<file path="config.mk">
export PLATFORM = sky130hd
export DESIGN_NAME = inst_mem_arbiter
export DESIGN_NICKNAME = d
export VERILOG_FILES = /design/src/rtl/inst_mem_arbiter.sv
export SDC_FILE = /design/constraint.sdc
export NUM_CORES = 1
export LEC_CHECK = 0
export BUFFER_PORTS_ARGS = -buffer_cell sky130_fd_sc_hd__buf_2
export CAP_MARGIN = 10
export CORE_UTILIZATION = 40
export DETAILED_ROUTE_END_ITERATION = 6
export PLACE_DENSITY = 0.86
export SYNTH_ARGS = -nofsm -noshare
export SYNTH_HDL_FRONTEND = slang
export SYNTH_SLANG_ARGS = --single-unit
</file>
<file path="constraint.sdc">
create_clock -name i_clk -period 2.19 [get_ports i_clk]
set_input_delay 0.219 -clock i_clk [delete_from_list [all_inputs] [get_ports i_clk]]
set_output_delay 0.219 -clock i_clk [all_outputs]
set_load 0.02 [all_outputs]
</file>
<file path="src/rtl/inst_mem_arbiter.sv">
// Arbitrates one synchronous instruction memory between the CPU fetch port and the programming port.
// One access per 3 cycles (IDLE->ACCESS->RESP); INST_ARB_ROUND_ROBIN_EN swaps fixed prog priority for round-robin.
module inst_mem_arbiter #(
   parameter int ADDR_W = 8,
   parameter int DATA_W = 32
) (
   input  logic              i_clk,
   input  logic              i_rst,
   input  logic              i_fetch_req,
   input  logic [ADDR_W-1:0] i_fetch_addr,
   output logic              o_fetch_ack,
   output logic [DATA_W-1:0] o_fetch_rdata,
   input  logic              i_prog_mode,
   input  logic              i_prog_req,
   input  logic              i_prog_we,
   input  logic [ADDR_W-1:0] i_prog_addr,
   input  logic [7:0]        i_prog_wdata,
   output logic              o_prog_ack,
   output logic [DATA_W-1:0] o_prog_rdata,
   output logic              o_mem_en,
   output logic              o_mem_we,
   output logic [ADDR_W-1:0] o_mem_addr,
   output logic [3:0]        o_mem_be,
   output logic [DATA_W-1:0] o_mem_wdata,
   input  logic [DATA_W-1:0] i_mem_rdata,
   output logic              o_busy,
   output logic [7:0]        o_conflicts
);

   localparam int LANE_W = DATA_W / 4;

   typedef enum logic [1:0] {
      IDLE   = 2'd0,
      ACCESS = 2'd1,
      RESP   = 2'd2
   } state_t;

   typedef enum logic {
      OWN_FETCH = 1'b0,
      OWN_PROG  = 1'b1
   } owner_t;

   state_t state;
   state_t state_nxt;
   owner_t owner;
   owner_t grant;

   logic fetch_elig;
   logic prog_elig;
   logic grant_vld;
   logic contend;
   logic start;
   logic prog_write;

   logic [DATA_W-1:0] wdata_rep;
   logic [3:0]        be_onehot;
   logic [ADDR_W-1:0] fetch_word_addr;
   logic [ADDR_W-1:0] prog_word_addr;

   // The fetch byte offset is irrelevant: the memory only returns whole words.
   logic unused_fetch_offset;
   assign unused_fetch_offset = ^i_fetch_addr[1:0];

   assign fetch_elig = i_fetch_req & ~i_prog_mode;
   assign prog_elig  = i_prog_req;
   assign grant_vld  = fetch_elig | prog_elig;
   assign contend    = (state == IDLE) & fetch_elig & prog_elig;
   assign start      = (state == IDLE) & grant_vld;
   assign prog_write = (grant == OWN_PROG) & i_prog_we;

   assign fetch_word_addr = {i_fetch_addr[ADDR_W-1:2], 2'b00};
   assign prog_word_addr  = {i_prog_addr[ADDR_W-1:2], 2'b00};
   assign be_onehot       = 4'b0001 << i_prog_addr[1:0];

   always_comb begin
      wdata_rep = '0;
      for (int lane = 0; lane < 4; lane++) begin
         wdata_rep[lane*LANE_W +: LANE_W] = LANE_W'(i_prog_wdata);
      end
   end

`ifdef INST_ARB_ROUND_ROBIN_EN
   owner_t last_grant;

   always_ff @(posedge i_clk or posedge i_rst) begin
      if (i_rst) begin
         last_grant <= OWN_FETCH;
      end else if (start) begin
         last_grant <= grant;
      end
   end

   // On contention the side that did not win last time takes the slot.
   always_comb begin
      grant = OWN_FETCH;
      if (contend) begin
         grant = (last_grant == OWN_FETCH) ? OWN_PROG : OWN_FETCH;
      end else if (prog_elig) begin
         grant = OWN_PROG;
      end
   end
`else
   always_comb begin
      grant = prog_elig ? OWN_PROG : OWN_FETCH;
   end
`endif

   always_ff @(posedge i_clk or posedge i_rst) begin
      if (i_rst) begin
         state <= IDLE;
      end else begin
         state <= state_nxt;
      end
   end

   always_comb begin
      state_nxt = state;
      case (state)
         IDLE:    state_nxt = grant_vld ? ACCESS : IDLE;
         ACCESS:  state_nxt = RESP;
         RESP:    state_nxt = IDLE;
         default: state_nxt = IDLE;
      endcase
   end

   always_comb begin
      o_busy        = (state != IDLE);
      o_fetch_ack   = (state == RESP) & (owner == OWN_FETCH);
      o_prog_ack    = (state == RESP) & (owner == OWN_PROG);
      o_fetch_rdata = o_fetch_ack ? i_mem_rdata : '0;
      o_prog_rdata  = o_prog_ack ? i_mem_rdata : '0;
   end

   always_ff @(posedge i_clk or posedge i_rst) begin
      if (i_rst) begin
         owner <= OWN_FETCH;
      end else if (start) begin
         owner <= grant;
      end
   end

   // Strobes are high for exactly the ACCESS cycle; address/data hold until the next grant.
   always_ff @(posedge i_clk or posedge i_rst) begin
      if (i_rst) begin
         o_mem_en    <= 1'b0;
         o_mem_we    <= 1'b0;
         o_mem_be    <= 4'b0000;
         o_mem_addr  <= '0;
         o_mem_wdata <= '0;
      end else if (start) begin
         o_mem_en    <= 1'b1;
         o_mem_we    <= prog_write;
         o_mem_be    <= prog_write ? be_onehot : 4'b0000;
         o_mem_addr  <= (grant == OWN_PROG) ? prog_word_addr : fetch_word_addr;
         o_mem_wdata <= prog_write ? wdata_rep : '0;
      end else if (state == ACCESS) begin
         o_mem_en <= 1'b0;
         o_mem_we <= 1'b0;
         o_mem_be <= 4'b0000;
      end
   end

   always_ff @(posedge i_clk or posedge i_rst) begin
      if (i_rst) begin
         o_conflicts <= 8'd0;
      end else if (contend && (o_conflicts != 8'hFF)) begin
         o_conflicts <= o_conflicts + 8'd1;
      end
   end

endmodule

</file>
==> impl_metrics.csv <==
group,metric,value,unit
layout,drive_gt1_share,54.50,%
clock_tree,cts_resized,0,
placed_design,port_buffers,178,
global_routing,gr-total-overflow,0,
clock_tree,clockRootBuffer,"clkbuf_8",
synthesis,avgSynthCellArea,9.416,µm²
drt,wire_per_inst,12.24,µm
synthesis,synth_ff_type,"dfrtp_1",
drt,vias,1963,
synthesis,netlist_top_cells_area,"dfrtp_1 (39%), and2_1 (20%), buf_4 (10%), a22o_1 (3.9%), mux2i_1 (3.0%)",
layout,seq_area,775.7,µm²
floorplan,die-width,72.81,µm
clock_tree,cts_tree,"done",
drt,wl_met3,342,µm
drt,drtIter0Drc,20,
power,peakVddDrop,0.9168,mV
power,power_density,1191,nW/µm²
global_routing,antenna_found_initial,0,
floorplan,pin_count,183,
timing,tns,0,ps
synthesis,ys_ff_latch,31,
synthesis,yosys_warnings,0,
drt,top_layer_used,"met4",
layout,final.fill_count,431,
timing,max_freq,552.6,MHz
global_routing,grt_pass1_wl,7955,µm
synthesis,yosys.area.top_type,"dfrtp_1",
placed_design,dpl_cell_area,2755,µm²
synthesis,synth_edf_count,0,
timing,whs,-3.545,ps
timing,finalMaxSlewViolations,0,
clock_tree,clk_pin_slew,60,ps
layout,antenna_cells,0,
clock_tree,clockBufferDepth,2,
floorplan,start_util,41.91,%
placed_design,gp_congestion,0.6999,
floorplan,die_area,5301,µm²
global_routing,grtUsageTotal,19.76,%
power,p_leak,1.777,nW
drt,final_antenna_net_count,0,
synthesis,synthesis.area,2006,µm²
clock_tree,htreeDepth,2,
synthesis,synthCells,213,
global_routing,grt_max_degree,34,
critical_path,cp.required,1970,ps
critical_path,crit_path_start_kind,"register",
timing,fin_crit_sh,82.63,%
timing,hold_violations,3,
drt,wirelength,5313,µm
clock_tree,hold_buffers,0,
drt,wl_met1,2018,µm
drt,drc,0,
status,status,"finished with violations",
hold_path,min_path_type,"in -> async",
layout,area_growth,41.55,%
critical_path,cp.arrival,1590,ps
placed_design,dp_hpwl,4285,µm
clock_tree,cts_num_sinks,31,
synthesis,ys_seq_area_share,38.68,%
global_routing,first_global_vias,1667,
drt,drt_first_pass_iters,4,
timing,setup_violations,0,
critical_path,rrSetupSlack,620,ps
layout,fin_area,2839,µm²
clock_tree,clock_latency,280,ps
floorplan,die_h,72.81,µm
status,violations,"hold timing",
critical_path,path_class,"reg -> out",
drt,via_per_inst,4.523,
synthesis,yosysUniqueCellTypes,35,
critical_path,path_max_fanout,33,
drt,dr_wl_met2,2873,µm
synthesis,async_flop_share,100.0,%
layout,final_nets,429,
timing,finalCriticalPeriod,1810,ps
critical_path,cp-end-kind,"output pin",
timing,fin_worst_skew,4.187,ps
clock_tree,post_cts.repair.setup_buffers,0,
clock_tree,cts_buffers,5,
synthesis,netlist.area_leader.share,38.68,%
timing,rsz0062_at_grt,"false",
layout,multiInputGateArea,959.7,µm²
floorplan,core.rowCount,25,
job,drv_cap,0,
critical_path,ff2ff_path_depth,5,
floorplan,core_area,4786,µm²
-- cell families after synthesis --
group                      after synthesis  synth area share, %
buffers and inverters                   42                13.66
other                                    1               0.1870
muxes                                    8                4.117
xor gates and xnor gates                 5                2.183
DFF                                     31                38.68
AOI/OAI and AO/OA                       24                9.045
and+or+nand+nor                        101                31.50
adders and majority gates                1               0.6237
-- worst paths after layout --
| kind | to | from |
|---|---|---|
| worst max register to register | o_conflicts[1] | o_conflicts[0] |
| worst min-delay path | o_conflicts[4] | i_rst |
| min in group i_clk | o_mem_wdata[27] | i_prog_wdata[3] |
| max in group asynchronous | o_mem_wdata[30] | i_rst |
| worst min register to register | o_mem_we | o_mem_we |
| worst max-delay path | o_fetch_rdata[7] | state[1] |
-- Yosys cell counts, drive strengths merged (3+ instances only) --
cell type / number
clkbuf: 4
and2: 64
nand2: 16
nor2: 3
mux2i: 6
o31ai: 3
dfrtp: 31
inv: 6
a22o: 9
nand3: 5
buf: 32
xor2: 5
o21ai: 8
nor3: 7
-- cells in the final DEF (no fill, tap or decap), drive strengths merged, types with 3 or more instances in the layout --
| cell type | netlist | routed |
|---|---|---|
| xor2 | 5 | 5 |
| a22o | 9 | 9 |
| clkbuf | 4 | 5 |
| nor2 | 3 | 3 |
| o31ai | 3 | 3 |
| inv | 6 | 6 |
| nand3 | 5 | 5 |
| o21ai | 8 | 8 |
| clkinv | 0 | 3 |
| dfrtp | 31 | 31 |
| nor3 | 7 | 7 |
| nand2 | 16 | 16 |
| mux2i | 6 | 6 |
| buf | 32 | 181 |
| and2 | 64 | 64 |
-- power by group --
part	internal (mW)	total (mW)	switching (mW)
clock	0.217	0.427	0.210
sequential	0.778	0.980	0.202
combinational	0.685	1.97	1.29
total	1.68	3.38	1.70
-- layer usage --
| layer | GRT usage, % | vias up |
|---|---|---|
| met3 | 3.039 | 8 |
| li1 | - | 972 |
| met5 | 0 | - |
| met2 | 36.76 | 91 |
| met1 | 22.27 | 892 |
| met4 | 8.497 | 0 |
-- metrics by stage --
step | utilization, % | setup WS, ps | total power [mW] | instances
detailed placement | 57.57 | 638.3 | 2.986 | 426
CTS | 59.32 | 357.8 | 3.422 | 434
global route | 59.32 | 245.6 | 3.597 | 434
finish | 59.32 | 380.4 | 3.382 | 434
floorplan | - | 654.5 | 2.534 | 214
global placement | 57.57 | 700.2 | 2.939 | 426
-- worst max-delay path, stage by stage, from the launching register on --
cell and delay (ps):
dfrtp_1 440, inv_1 120, nor3_4 160, buf_4 260, and2_1 160, buf_2 160
-- state kept, by name, summed over array words and instances, names as in the netlist --
signal and cells:
o_mem_wdata 8, owner 1, state 2, o_mem_be 4, o_mem_en 1, o_conflicts 8, o_mem_we 1, o_mem_addr 6
-- area by class of cell --
type	instances	area share, %
inverter	6	0.7933
timing repair buffer	181	32.17
clock inverter	3	0.5289
tap	67	2.953
clock buffer	5	2.424
multi-input combinational	141	33.80
sequential	31	27.32
Power figures use the tool's default switching activity.
